===== src/rtl/mips_ctrl_pkg.sv =====
// Shared encodings for the multicycle MIPS control unit: opcodes, FSM states,
// ALU operation codes and datapath mux selects.
package mips_ctrl_pkg;

    localparam logic [5:0] OP_RTYPE = 6'b000000;
    localparam logic [5:0] OP_ADDI  = 6'b001000;
    localparam logic [5:0] OP_ANDI  = 6'b001100;
    localparam logic [5:0] OP_ORI   = 6'b001101;
    localparam logic [5:0] OP_SLTI  = 6'b001010;
    localparam logic [5:0] OP_LW    = 6'b100011;
    localparam logic [5:0] OP_SW    = 6'b101011;
    localparam logic [5:0] OP_BEQ   = 6'b000100;
    localparam logic [5:0] OP_BNE   = 6'b000101;
    localparam logic [5:0] OP_J     = 6'b000010;

    localparam logic [2:0] ALU_ADD   = 3'b110;
    localparam logic [2:0] ALU_FUNCT = 3'b001;
    localparam logic [2:0] ALU_AND   = 3'b011;
    localparam logic [2:0] ALU_OR    = 3'b100;
    localparam logic [2:0] ALU_SLT   = 3'b010;
    localparam logic [2:0] ALU_SUB   = 3'b101;

    localparam logic [1:0] SRCB_REG    = 2'b00;
    localparam logic [1:0] SRCB_FOUR   = 2'b01;
    localparam logic [1:0] SRCB_IMM    = 2'b10;
    localparam logic [1:0] SRCB_IMM_SH = 2'b11;

    localparam logic [1:0] PCSRC_ALU    = 2'b00;
    localparam logic [1:0] PCSRC_ALUOUT = 2'b01;
    localparam logic [1:0] PCSRC_JUMP   = 2'b10;

    typedef enum logic [3:0] {
        S_FETCH    = 4'd0,
        S_DECODE   = 4'd1,
        S_MEM_ADDR = 4'd2,
        S_MEM_RD   = 4'd3,
        S_WB_MEM   = 4'd4,
        S_MEM_WR   = 4'd5,
        S_EXEC_R   = 4'd6,
        S_EXEC_I   = 4'd7,
        S_WB_ALU   = 4'd8,
        S_BRANCH   = 4'd9,
        S_JUMP     = 4'd10,
        S_ILLEGAL  = 4'd11
    } state_t;

    typedef enum logic [2:0] {
        CLS_R,
        CLS_I,
        CLS_MEM,
        CLS_BR,
        CLS_J,
        CLS_ILL
    } instr_class_t;

endpackage


===== src/rtl/decodificador_aluop.sv =====
// Combinational opcode decoder: instruction class for DECODE dispatch, and the
// ALU operation plus immediate-extension mode used by EXEC_I.
module decodificador_aluop
    import mips_ctrl_pkg::*;
#(
    parameter int OP_W    = 6,
    parameter int ALUOP_W = 3
) (
    input  logic [OP_W-1:0]    op_i,
    output logic [ALUOP_W-1:0] alu_op_o,
    output logic               ext_zero_o,
    output instr_class_t       class_o
);

    always_comb begin
        alu_op_o   = ALUOP_W'(ALU_ADD);
        ext_zero_o = 1'b0;
        class_o    = CLS_ILL;
        case (op_i)
            OP_RTYPE: class_o = CLS_R;
            OP_ADDI:  class_o = CLS_I;
            OP_ANDI: begin
                class_o    = CLS_I;
                alu_op_o   = ALUOP_W'(ALU_AND);
                ext_zero_o = 1'b1;
            end
            OP_ORI: begin
                class_o    = CLS_I;
                alu_op_o   = ALUOP_W'(ALU_OR);
                ext_zero_o = 1'b1;
            end
            OP_SLTI: begin
                class_o  = CLS_I;
                alu_op_o = ALUOP_W'(ALU_SLT);
            end
            OP_LW, OP_SW:   class_o = CLS_MEM;
            OP_BEQ, OP_BNE: class_o = CLS_BR;
            OP_J:           class_o = CLS_J;
            default:        class_o = CLS_ILL;
        endcase
    end

endmodule


===== src/rtl/unidad_control_multiciclo.sv =====
// Multicycle MIPS control FSM with memory wait states, bne, zero-extend select,
// optional illegal-opcode trap and a retired-instruction counter.
module unidad_control_multiciclo
    import mips_ctrl_pkg::*;
#(
    parameter int OP_W         = 6,
    parameter int ALUOP_W      = 3,
    parameter int CNT_W        = 32,
    parameter bit TRAP_ILLEGAL = 1'b1
) (
    input  logic               clk,
    input  logic               reset,
    input  logic [OP_W-1:0]    op,
    input  logic               mem_ready,
    output logic               PCWrite,
    output logic               BranchEq,
    output logic               BranchNe,
    output logic               IorD,
    output logic               MemRead,
    output logic               MemWrite,
    output logic               IRWrite,
    output logic               MemToReg,
    output logic               RegDst,
    output logic               RegWrite,
    output logic               AluSrcA,
    output logic [1:0]         AluSrcB,
    output logic               ExtZero,
    output logic [ALUOP_W-1:0] AluOp,
    output logic [1:0]         PCSource,
    output logic               illegal_op,
    output logic [CNT_W-1:0]   retired
);

    state_t             state_q, state_d;
    logic               retire_d;
    logic               illegal_q;
    logic [CNT_W-1:0]   retired_q;
    logic [ALUOP_W-1:0] dec_aluop;
    logic               dec_ext_zero;
    instr_class_t       dec_class;

    decodificador_aluop #(
        .OP_W   (OP_W),
        .ALUOP_W(ALUOP_W)
    ) u_dec (
        .op_i      (op),
        .alu_op_o  (dec_aluop),
        .ext_zero_o(dec_ext_zero),
        .class_o   (dec_class)
    );

    // retire_d marks the completing transition back into FETCH
    always_comb begin
        state_d  = state_q;
        retire_d = 1'b0;
        case (state_q)
            S_FETCH:  if (mem_ready) state_d = S_DECODE;
            S_DECODE: begin
                case (dec_class)
                    CLS_R:   state_d = S_EXEC_R;
                    CLS_I:   state_d = S_EXEC_I;
                    CLS_MEM: state_d = S_MEM_ADDR;
                    CLS_BR:  state_d = S_BRANCH;
                    CLS_J:   state_d = S_JUMP;
                    default: state_d = S_ILLEGAL;
                endcase
            end
            S_MEM_ADDR: state_d = (op == OP_LW) ? S_MEM_RD : S_MEM_WR;
            S_MEM_RD:   if (mem_ready) state_d = S_WB_MEM;
            S_MEM_WR: begin
                if (mem_ready) begin
                    state_d  = S_FETCH;
                    retire_d = 1'b1;
                end
            end
            S_EXEC_R, S_EXEC_I: state_d = S_WB_ALU;
            S_WB_MEM, S_WB_ALU, S_BRANCH, S_JUMP: begin
                state_d  = S_FETCH;
                retire_d = 1'b1;
            end
            S_ILLEGAL: state_d = TRAP_ILLEGAL ? S_ILLEGAL : S_FETCH;
            default:   state_d = S_FETCH;
        endcase
    end

    always_ff @(posedge clk) begin
        if (reset) begin
            state_q   <= S_FETCH;
            illegal_q <= 1'b0;
            retired_q <= '0;
        end else begin
            state_q <= state_d;
            if (TRAP_ILLEGAL && state_d == S_ILLEGAL) illegal_q <= 1'b1;
            if (retire_d) retired_q <= retired_q + CNT_W'(1);
        end
    end

    always_comb begin
        PCWrite  = 1'b0;
        BranchEq = 1'b0;
        BranchNe = 1'b0;
        IorD     = 1'b0;
        MemRead  = 1'b0;
        MemWrite = 1'b0;
        IRWrite  = 1'b0;
        MemToReg = 1'b0;
        RegDst   = 1'b0;
        RegWrite = 1'b0;
        AluSrcA  = 1'b0;
        AluSrcB  = SRCB_REG;
        ExtZero  = 1'b0;
        AluOp    = '0;
        PCSource = PCSRC_ALU;
        case (state_q)
            S_FETCH: begin
                MemRead = 1'b1;
                AluSrcB = SRCB_FOUR;
                AluOp   = ALUOP_W'(ALU_ADD);
                IRWrite = mem_ready;
                PCWrite = mem_ready;
            end
            S_DECODE: begin
                AluSrcB = SRCB_IMM_SH;
                AluOp   = ALUOP_W'(ALU_ADD);
            end
            S_MEM_ADDR: begin
                AluSrcA = 1'b1;
                AluSrcB = SRCB_IMM;
                AluOp   = ALUOP_W'(ALU_ADD);
            end
            S_MEM_RD: begin
                MemRead = 1'b1;
                IorD    = 1'b1;
            end
            S_WB_MEM: begin
                MemToReg = 1'b1;
                RegWrite = 1'b1;
            end
            S_MEM_WR: begin
                MemWrite = 1'b1;
                IorD     = 1'b1;
            end
            S_EXEC_R: begin
                AluSrcA = 1'b1;
                AluOp   = ALUOP_W'(ALU_FUNCT);
            end
            S_EXEC_I: begin
                AluSrcA = 1'b1;
                AluSrcB = SRCB_IMM;
                AluOp   = dec_aluop;
                ExtZero = dec_ext_zero;
            end
            S_WB_ALU: begin
                RegWrite = 1'b1;
                RegDst   = (op == OP_RTYPE);
            end
            S_BRANCH: begin
                AluSrcA  = 1'b1;
                AluOp    = ALUOP_W'(ALU_SUB);
                PCSource = PCSRC_ALUOUT;
                BranchEq = (op == OP_BEQ);
                BranchNe = (op == OP_BNE);
            end
            S_JUMP: begin
                PCSource = PCSRC_JUMP;
                PCWrite  = 1'b1;
            end
            default: ;
        endcase
        // No datapath side effect may escape while reset is held
        if (reset) begin
            PCWrite  = 1'b0;
            BranchEq = 1'b0;
            BranchNe = 1'b0;
            MemRead  = 1'b0;
            MemWrite = 1'b0;
            IRWrite  = 1'b0;
            RegWrite = 1'b0;
        end
    end

    assign illegal_op = illegal_q;
    assign retired    = retired_q;

endmodule


===== config.mk =====
export PLATFORM = sky130hd
export DESIGN_NAME = unidad_control_multiciclo
export DESIGN_NICKNAME = d
export VERILOG_FILES = /design/src/rtl/mips_ctrl_pkg.sv /design/src/rtl/decodificador_aluop.sv /design/src/rtl/unidad_control_multiciclo.sv
export SDC_FILE = /design/constraint.sdc
export NUM_CORES = 1
export LEC_CHECK = 0
export BUFFER_PORTS_ARGS = -buffer_cell sky130_fd_sc_hd__buf_2
export CAP_MARGIN = 5
export CORE_MARGIN = 2
export CORE_UTILIZATION = 52
export DETAILED_ROUTE_END_ITERATION = 7
export MAX_ROUTING_LAYER = met4
export PLACE_DENSITY = 0.79
export SLEW_MARGIN = 15
export SYNTH_ARGS = -nofsm -noshare
export SYNTH_HDL_FRONTEND = slang
export SYNTH_SLANG_ARGS = --single-unit

===== constraint.sdc =====
create_clock -name clk -period 2.6 [get_ports clk]
set_clock_uncertainty 0.1 [all_clocks]
set_input_delay 0.52 -clock clk [delete_from_list [all_inputs] [get_ports clk]]
set_output_delay 0.52 -clock clk [all_outputs]
set_load 0.1 [all_outputs]

==> qor.yml, run 1 <==
timing:
  fin_ws_ns: 0.107
  fin_setup_tns_ns: 0
  slew-limit-headroom: 0.560
  period_share: 0.959
  finalHoldViolCount: 0
  maxSlewViolCount: 0
  max_freq_mhz: 401
  setup-violations-final: 0
  worst_pin_slew_ns: 0.650
  rsz0062_at_grt: "false"
  fin_crit_ns: 2.49
synth:
  synth-seq-cells: 37
  yosysWarnings: 0
  synth_area_um2: 2240
  synth_area_leader_cell: "dfxtp_1"
  synthCells: 298
  synth_compound_area_frac: 0.252
  synth-edff-count: 0
  synth_seq_area_share: 0.330
  synth_top_family_by_area: "simple AND/OR/NAND/NOR gates"
  synth_cell_types: 48
  syn_area_per_cell_um2: 7.52
  synth_ff_type: "dfxtp_1"
  syn-num-nets: 308
  synth.top_cell.area_share: 0.330
  synthAdderAreaFrac: 0.00558
  synthArstFlopShare: 0
  synthMuxAreaShare: 0
  yosys.area_share.simple: 0.294
  synth_area_leaders: "dfxtp_1 (33%), a21oi_1 (5.8%), nor2_1 (5.5%), o21ai_0 (4.0%), xor2_1 (3.9%)"
  yosys.area_share.xor_xnor: 0.0586
cts:
  clkTransAtPathRegs_ns: 0.08
  cts.sinks: 37
  holdBufCountCts: 0
  clockBufferDepth: 2
  cts_tree: "built"
  htree_levels: 2
  numCtsBuffers: 5
  post_cts_buffers: 0
  clkLatencyLatePin_ns: 0.29
  cts_root_buffer: "clkbuf_8"
power:
  ir_drop_mv: 1.10
  p_sw_frac: 0.542
  power.leakage_nw: 1.16
  cellInternalPower_mw: 1.21
  seqPwrFrac: 0.243
  p_clk_frac: 0.157
  p_sw_mw: 1.44
  comb_power_share: 0.600
  power_density_nw_per_um2: 878
placement:
  place_congestion: 0.937
  port_buffers: 60
  placed_cells: 399
  pre_cts_slack_ns: 0.270
  post_dp_cell_area_um2: 2900
  post-dp-hpwl_um: 4300
grt:
  grt_max_degree: 23
  overflow: 0
  grt_pass1_wl_um: 9890
  grt_pass1_vias: 2190
  track_usage: 0.250
  antenna_found_initial: 0
floorplanning:
  initial_utilization: 0.549
  rows: 23
  die_area_um2: 4850
  die_y_um: 69.7
  ios: 61
  coreArea_um2: 4090
  die_w_um: 69.7
cells_and_area:
  final_net_count: 366
  syn_to_final_growth_pct: 34.6
  utilization: 0.739
  stdcell_count: 407
  fillers: 329
  fin_area_um2: 3020
  diodes: 0
  layout-drive-gt1-share: 0.361
critical_path:
  cp_max_fo: 9
  cp.required_ns: 1.98
  critPathArrivalTime_ns: 1.87
  worstSetupEndpointType: "primary output"
  critPathLaunchType: "flop"
  rrSetupSlack_ns: 0.25
  critical_path_class: "flop to primary output"
drt:
  wl_per_cell_um: 14.2
  ant_nets: 0
  avgViaCountPerCell: 5.94
  first_pass_iters: 4
  drt_iter0_drc: 151
  drc: 0
  vias: 2416
  routed_wl_um: 5780
outcome:
  outcome: "complete, no violations"
flow_run:
  maxCapViolations: 0
hold_path:
  holdCritPathClass: "flop to flop"
## path summary, 6_finish.rpt
| path | from | endpoint | cells after the start |
|---|---|---|---|
| worst max register to register | retired[9] | retired[15] | 5 |
| worst min register to register | retired[31] | retired[31] | 2 |
| worst max-delay path | state_q[3] | AluOp[2] | 5 |
| worst min-delay path | retired[31] | retired[31] | 2 |
## layer usage
metal  vias to the layer above  part of all wire  track usage
li1                       1215                 -            -
met1                      1112              0.43        0.301
met2                        81              0.50        0.420
met3                         8             0.057       0.0494
met4                         0             0.015       0.0812
met5                         -                 0            -
## cells in the final DEF, fill, tap and decap left out, drive strengths merged, types with 2 or more instances in the layout
cell,instances
a21o,2
a21oi,27
and2,3
and3,5
buf,70
clkbuf,6
clkinv,2
dfxtp,37
inv,15
nand2,20
nand2b,6
nand3,11
nand4,6
nor2,33
nor3,10
nor4,3
nor4b,3
o2111ai,9
o211ai,9
o21a,4
o21ai,19
o311a,2
o31ai,5
or2,2
or3,11
or4,8
xnor2,5
xor2,10
## critical path: stages (launching register included)
cell	delay, ns
dfxtp_1	0.40
inv_1	0.21
nand3_1	0.19
o221ai_1	0.20
o21a_1	0.16
buf_2	0.42
## kinds of logic (layout without fill, tap and decap cells)
kind of cell,Yosys count,after routing
AOI/OAI and AO/OA,86,86
xor gates and xnor gates,15,15
adders and majority gates,1,1
buffers and inverters,34,93
DFF,37,37
and+or+nand+nor,125,125
## metrics by stage
step	hold WS (ns)	total power [mW]
after floorplan	0.590	1.88
after global placement	0.359	2.20
after detailed placement	0.362	2.22
after CTS	0.382	2.64
after global routing	0.402	2.77
final	0.388	2.65
## Yosys cell counts (all sizes together) (2+ instances only)
cell,number
o21ai,19
or3,11
nand3,11
o31ai,5
xor2,10
nor4b,3
dfxtp,37
nand2b,6
o211ai,9
a21o,2
nand2,20
o311a,2
nand4,6
and2,3
or4,8
clkbuf,14
inv,15
buf,5
nor4,3
nor3,10
or2,2
nor2,33
o2111ai,9
and3,5
o21a,4
xnor2,5
a21oi,27
## flip-flops by register name, indices dropped and copies added, names as in the netlist
register	flops
illegal_op	1
state_q	4
retired	32
## power by group through the flow
stage	sequential [mW]	combinational [mW]	clock, mW
finish	0.643	1.59	0.417
global route	0.648	1.67	0.451
CTS	0.640	1.57	0.427
detailed placement	0.654	1.56	0
global placement	0.651	1.55	0
floorplan	0.703	1.18	0
## layout make-up
type                       count  area (µm²)  share of cell area
inverter                      15        56.3              0.0187
timing repair buffer          70         510               0.169
clock inverter                 2        13.8             0.00456
clock buffer                   6        82.6              0.0274
sequential                    37         769               0.255
multi-input combinational    227        1520               0.505
tap                           50        62.6              0.0207
## timing repair
item	CTS	global route
endpoints found under the setup margin	1	3
gates resized for setup	1	4
gates cloned	0	0
endpoints found under the hold margin	0	0
Power figures use the tool's default switching activity.
==> run 2, diff against run 1 <==
--- a/config.mk
+++ b/config.mk
@@ -12,6 +12,7 @@
 export DETAILED_ROUTE_END_ITERATION = 7
 export MAX_ROUTING_LAYER = met4
 export PLACE_DENSITY = 0.79
+export RECOVER_POWER = 50
 export SLEW_MARGIN = 15
 export SYNTH_ARGS = -nofsm -noshare
 export SYNTH_HDL_FRONTEND = slang
==> run 2 against run 1 <==
Against the previous run: combinational power about the same; sequential share of layout area up 0.38 points; design area down 1.5%; critical path depth unchanged; via count about the same; worst setup slack about the same; non-clock buffer count unchanged; largest cell class unchanged; largest power group unchanged.
==> qor.yml, run 2 (synthesized netlist as in run 1, its figures left out) <==
outcome:
  outcome: "complete, no violations"  # unchanged
power:
  power_density_nw_per_um2: 887  # was 878 nW/µm²
  ir_drop_mv: 1.10  # about the same
  power.leakage_nw: 1.01  # was 1.16 nW
  power_mw: 2.64  # was 2.65 mW
grt:
  antenna_found_initial: 0  # unchanged
  grt_pass1_wl_um: 9890  # unchanged
  track_usage: 0.250  # unchanged
  grt_pass1_vias: 2190  # unchanged
  grt_max_degree: 23  # unchanged
  overflow: 0  # unchanged
cts:
  cts_root_buffer: "clkbuf_8"  # unchanged
  cts.sinks: 37  # unchanged
  post_cts_buffers: 0  # unchanged
  numCtsBuffers: 5  # unchanged
  clkTransAtPathRegs_ns: 0.08  # about the same
  clkLatencyLatePin_ns: 0.29  # about the same
  htree_levels: 2  # unchanged
  clockBufferDepth: 2  # unchanged
  cts_tree: "built"  # unchanged
cells_and_area:
  mostFrequentLayoutCell: "clkbuf_1"  # was buf_2
  fin_area_um2: 2970  # was 3020 µm²
  final_net_count: 366  # unchanged
  multi_input_area_um2: 1520  # unchanged
  utilization: 0.728  # was 0.739
  largest_reg_flops: 32  # unchanged
  stdcell_count: 407  # unchanged
  syn_to_final_growth_pct: 32.6  # was 34.6%
  diodes: 0  # unchanged
  fillers: 341  # was 329
  layout-drive-gt1-share: 0.269  # was 0.361
  final_cell_mix: "clkbuf_1 (33), nor2_1 (31), a21oi_1 (25), dfxtp_2 (23)"  # was buf_2 (51), nor2_1 (31), a21oi_1 (25), dfxtp_2 (23), nand2_1 (19)
  regArea_um2: 769  # unchanged
drt:
  wl_per_cell_um: 14.4  # was 14.2 µm
  drc: 0  # unchanged
  ant_nets: 0  # unchanged
  drt_iter0_drc: 163  # was 151
  vias: 2414  # was 2416
  avgViaCountPerCell: 5.93  # was 5.94
  first_pass_iters: 4  # unchanged
  routed_wl_um: 5850  # was 5780 µm
critical_path:
  cp.required_ns: 1.98  # about the same
  crit_path_top_delay_cell: "buf_2"  # unchanged
  critPathArrivalTime_ns: 1.87  # about the same
  path_cells: "inv_1 > nand3_1 > o221ai_1 > o21a_1 > buf_2"  # unchanged
  slowest_delay_ns: 0.42  # about the same
  critPathLaunchType: "flop"  # unchanged
  cp_max_fo: 9  # unchanged
  critical_path_class: "flop to primary output"  # unchanged
  crit_family: "buffers and inverters"  # unchanged
  path_buf_inv: 2  # unchanged
  worstSetupEndpointType: "primary output"  # unchanged
timing:
  max_freq_mhz: 401  # about the same
  setup-violations-final: 0  # unchanged
  fin_setup_tns_ns: 0  # unchanged
  slew-limit-headroom: 0.200  # was 0.560
  worst_pin_slew_ns: 1.20  # was 0.650 ns
  finalHoldViolCount: 0  # unchanged
  rsz0062_at_grt: "false"  # unchanged
  period_share: 0.959  # about the same
  maxSlewViolCount: 0  # unchanged
  fin_crit_ns: 2.49  # about the same
floorplanning:
  die_area_um2: 4850  # unchanged
  die_y_um: 69.7  # unchanged
  initial_utilization: 0.549  # unchanged
  rows: 23  # unchanged
  ios: 61  # unchanged
  coreArea_um2: 4090  # unchanged
  die_w_um: 69.7  # unchanged
placement:
  place_congestion: 0.937  # unchanged
  post-dp-hpwl_um: 4300  # unchanged
  port_buffers: 60  # unchanged
  placed_cells: 399  # unchanged
  post_dp_cell_area_um2: 2900  # unchanged
hold_path:
  holdCritPathClass: "flop to flop"  # unchanged
flow_run:
  maxCapViolations: 0  # unchanged
## run 2: per-stage QoR
step	setup slack (ns)	hold WS, ns
final	0.107	0.389
after global routing	0.000407	0.403
after CTS	0.0365	0.382
after detailed placement	0.270	0.362
after global placement	0.299	0.359
after floorplan	-0.672	0.590
## run 2: final cells by class
type | count | share of cell area
clock inverters | 2 | 0.00463
clock buffers | 6 | 0.0278
repair buffers | 70 | 0.157
well taps | 50 | 0.0210
inverters | 15 | 0.0189
flip-flops and latches | 37 | 0.259
multi-input cells | 227 | 0.512
## run 2: path summary, 6_finish.rpt
| kind | end | slack, ns | start | depth (start not counted) |
|---|---|---|---|---|
| max reg2reg | retired[31] | 0.23 | state_q[3] | 6 |
| min reg2reg | retired[31] | 0.39 | retired[31] | 2 |
| max | AluOp[2] | 0.11 | state_q[3] | 5 |
| min | retired[31] | 0.39 | retired[31] | 2 |
## run 2: layer usage
| metal | track usage | vias to the layer above | wire length [µm] |
|---|---|---|---|
| li1 | - | 1217 | - |
| met3 | 0.0494 | 8 | 308 |
| met1 | 0.301 | 1116 | 2580 |
| met2 | 0.420 | 73 | 2880 |
| met5 | - | - | 0 |
| met4 | 0.0812 | 0 | 85 |
## run 2: timing repair
action	in CTS	in global routing
hold buffers	0	0
setup endpoints to repair	1	3
gates resized for setup	1	4
## run 2: where the power goes
part | leakage (nW) | internal [mW] | total, mW | switching, mW
Combinational | 0.651 | 0.389 | 1.58 | 1.19
Clock | 0.0512 | 0.215 | 0.417 | 0.202
Sequential | 0.311 | 0.600 | 0.644 | 0.0435
## run 2: tightest hold or removal path, stage by stage, from the launching register on
cell and delay (ns):
dfxtp_1 0.32, o31ai_1 0.06, a21oi_1 0.06
==> run 3, diff against run 2 <==
==> constraint.sdc (replaced) <==
create_clock -name clk -period 2.5 [get_ports clk]
set_clock_uncertainty 0.1 [all_clocks]
set_input_delay 0.5 -clock clk [delete_from_list [all_inputs] [get_ports clk]]
set_output_delay 0.5 -clock clk [all_outputs]
set_load 0.1 [all_outputs]
==> run 3 against run 2 <==
Against the previous run: combinational power increased by 6%; register-to-register slack about the same; via count increased by 2.1%; total power increased by 9.3%; final cell count increased by 0.49%; design area increased by 1.8%; clock power increased by 28%.
==> qor.yml, run 3 (synthesized netlist as in run 1, its figures left out) <==
outcome:
  outcome: "complete, no violations"  # unchanged
floorplanning:
  rows: 23  # unchanged
  coreArea_um2: 4090  # unchanged
  ios: 61  # unchanged
  die_w_um: 69.7  # unchanged
  die_area_um2: 4850  # unchanged
  initial_utilization: 0.549  # unchanged
  die_y_um: 69.7  # unchanged
timing:
  worst_pin_slew_ns: 1.18  # was 1.20 ns
  maxSlewViolCount: 0  # unchanged
  fin_hold_ws_ns: 0.364  # was 0.389 ns
  finalHoldViolCount: 0  # unchanged
  slew-limit-headroom: 0.220  # was 0.200
  period_share: 0.973
  setup-violations-final: 0  # unchanged
  rsz0062_at_grt: "false"  # unchanged
  max_freq_mhz: 411
  fin_crit_ns: 2.43
grt:
  track_usage: 0.254  # was 0.250
  antenna_found_initial: 0  # unchanged
  grt_pass1_vias: 2247  # was 2190
  overflow: 0  # unchanged
  grt_pass1_wl_um: 10100  # was 9890 µm
  grt_max_degree: 22  # was 23
critical_path:
  cp_max_fo: 9  # unchanged
  rrSetupSlack_ns: 0.22  # was 0.23 ns
  r2r_end: "retired[28]"  # was retired[31]
  cp.required_ns: 1.90  # was 1.98 ns
  critical_path_class: "flop to primary output"  # unchanged
  r2r_cells: 6  # unchanged
  worstSetupEndpointType: "primary output"  # unchanged
  critPathArrivalTime_ns: 1.83  # was 1.87 ns
  startpoint: "state_q[1]"  # was state_q[3]
  critPathLaunchType: "flop"  # unchanged
  rr_startpoint: "retired[9]"  # was state_q[3]
  cp-endpoint: "AluOp[1]"  # was AluOp[2]
cts:
  htree_levels: 2  # unchanged
  clockBufferDepth: 2  # unchanged
  numCtsBuffers: 5  # unchanged
  clkTransAtPathRegs_ns: 0.07  # was 0.08 ns
  post_cts_buffers: 0  # unchanged
  cts_tree: "built"  # unchanged
  clkLatencyLatePin_ns: 0.29  # about the same
  cts_root_buffer: "clkbuf_8"  # unchanged
  cts.sinks: 37  # unchanged
cells_and_area:
  final_net_count: 368  # was 366
  regArea_um2: 771  # was 769 µm²
  stdcell_count: 409  # was 407
  layout-drive-gt1-share: 0.265  # was 0.269
  diodes: 0  # unchanged
  mostFrequentLayoutCell: "clkbuf_1"  # unchanged
  syn_to_final_growth_pct: 35.0  # was 32.6%
  fillers: 332  # was 341
  fin_area_um2: 3030  # was 2970 µm²
  multi_input_area_um2: 1520  # about the same
  largest_reg_flops: 32  # unchanged
  final_cell_mix: "clkbuf_1 (34), nor2_1 (31), a21oi_1 (26), dfxtp_2 (24), nand2_1 (19)"  # was clkbuf_1 (33), nor2_1 (31), a21oi_1 (25), dfxtp_2 (23)
drt:
  vias: 2465  # was 2414
  drt_iter0_drc: 152  # was 163
  routed_wl_um: 6160  # was 5850 µm
  drc: 0  # unchanged
  wl_per_cell_um: 15.1  # was 14.4 µm
  ant_nets: 0  # unchanged
  avgViaCountPerCell: 6.03  # was 5.93
  first_pass_iters: 4  # unchanged
power:
  comb_power_share: 0.583  # was 0.598
  p_sw_frac: 0.521  # was 0.544
  power_mw: 2.89  # was 2.64 mW
  seqPwrFrac: 0.233  # was 0.244
  cellInternalPower_mw: 1.38  # was 1.20 mW
  ir_drop_mv: 1.13  # was 1.10 mV
  power_density_nw_per_um2: 953  # was 887 nW/µm²
  p_clk_frac: 0.185  # was 0.158
  p_sw_mw: 1.50  # was 1.44 mW
  power.leakage_nw: 1.03  # was 1.01 nW
hold_path:
  hold_start: "illegal_op"  # was retired[31]
  holdCritPathClass: "flop to flop"  # unchanged
placement:
  placed_cells: 401  # was 399
  post_dp_cell_area_um2: 2940  # was 2900 µm²
  place_congestion: 0.906  # was 0.937
  post-dp-hpwl_um: 4380  # was 4300 µm
  port_buffers: 60  # unchanged
flow_run:
  maxCapViolations: 0  # unchanged
-- run 3: per-stage QoR --
step	utilization	setup WS, ns	setup TNS, ns
finish	0.741	0.0681	0
global route	0.741	0.0173	0
CTS	0.750	-0.00485	-0.00485
floorplan	-	-0.741	-3.22
global placement	0.719	0.231	0
detailed placement	0.719	0.188	0
-- run 3: final cells by class --
cell class,count,share of cell area
clock buffer,7,0.0285
clock inverter,1,0.00992
inverter,15,0.0186
multi-input combinational,227,0.501
sequential,37,0.255
tap,50,0.0207
timing repair buffer,72,0.167
-- run 3: worst max-delay path: stages, from the launching register on --
cell and delay [ns]:
dfxtp_2 0.37, buf_4 0.18, nand2_1 0.26, nand2b_1 0.15, a21oi_4 0.15, buf_2 0.43
-- run 3: what timing repair did --
item	CTS	global route
hold buffers	0	0
resized for setup	2	5
pin swaps	0	0
setup endpoints to repair	1	7
hold endpoints to repair	0	0
-- run 3: worst min path at each step --
stage | cells past startpoint | end | slack [ns]
finish | 2 | illegal_op | 0.36
global route | 2 | illegal_op | 0.38
CTS | 2 | illegal_op | 0.37
detailed placement | 2 | illegal_op | 0.35
global placement | 2 | illegal_op | 0.36
floorplan | 2 | retired[11] | 0.58
-- run 3: power by group through the flow --
stage          logic [mW]  registers, mW  clock network [mW]
2_1_floorplan        1.23          0.731                   0
3_3_place_gp         1.64          0.676                   0
3_5_place_dp         1.65          0.677                   0
4_1_cts              1.68          0.665               0.538
5_1_grt              1.76          0.676               0.563
6_report             1.68          0.671               0.533
-- run 3: routing by layer --
layer / track usage / share of wire
met1: 0.305 / 0.42
met2: 0.432 / 0.50
met3: 0.0451 / 0.057
met4: 0.0876 / 0.016
met5: - / 0
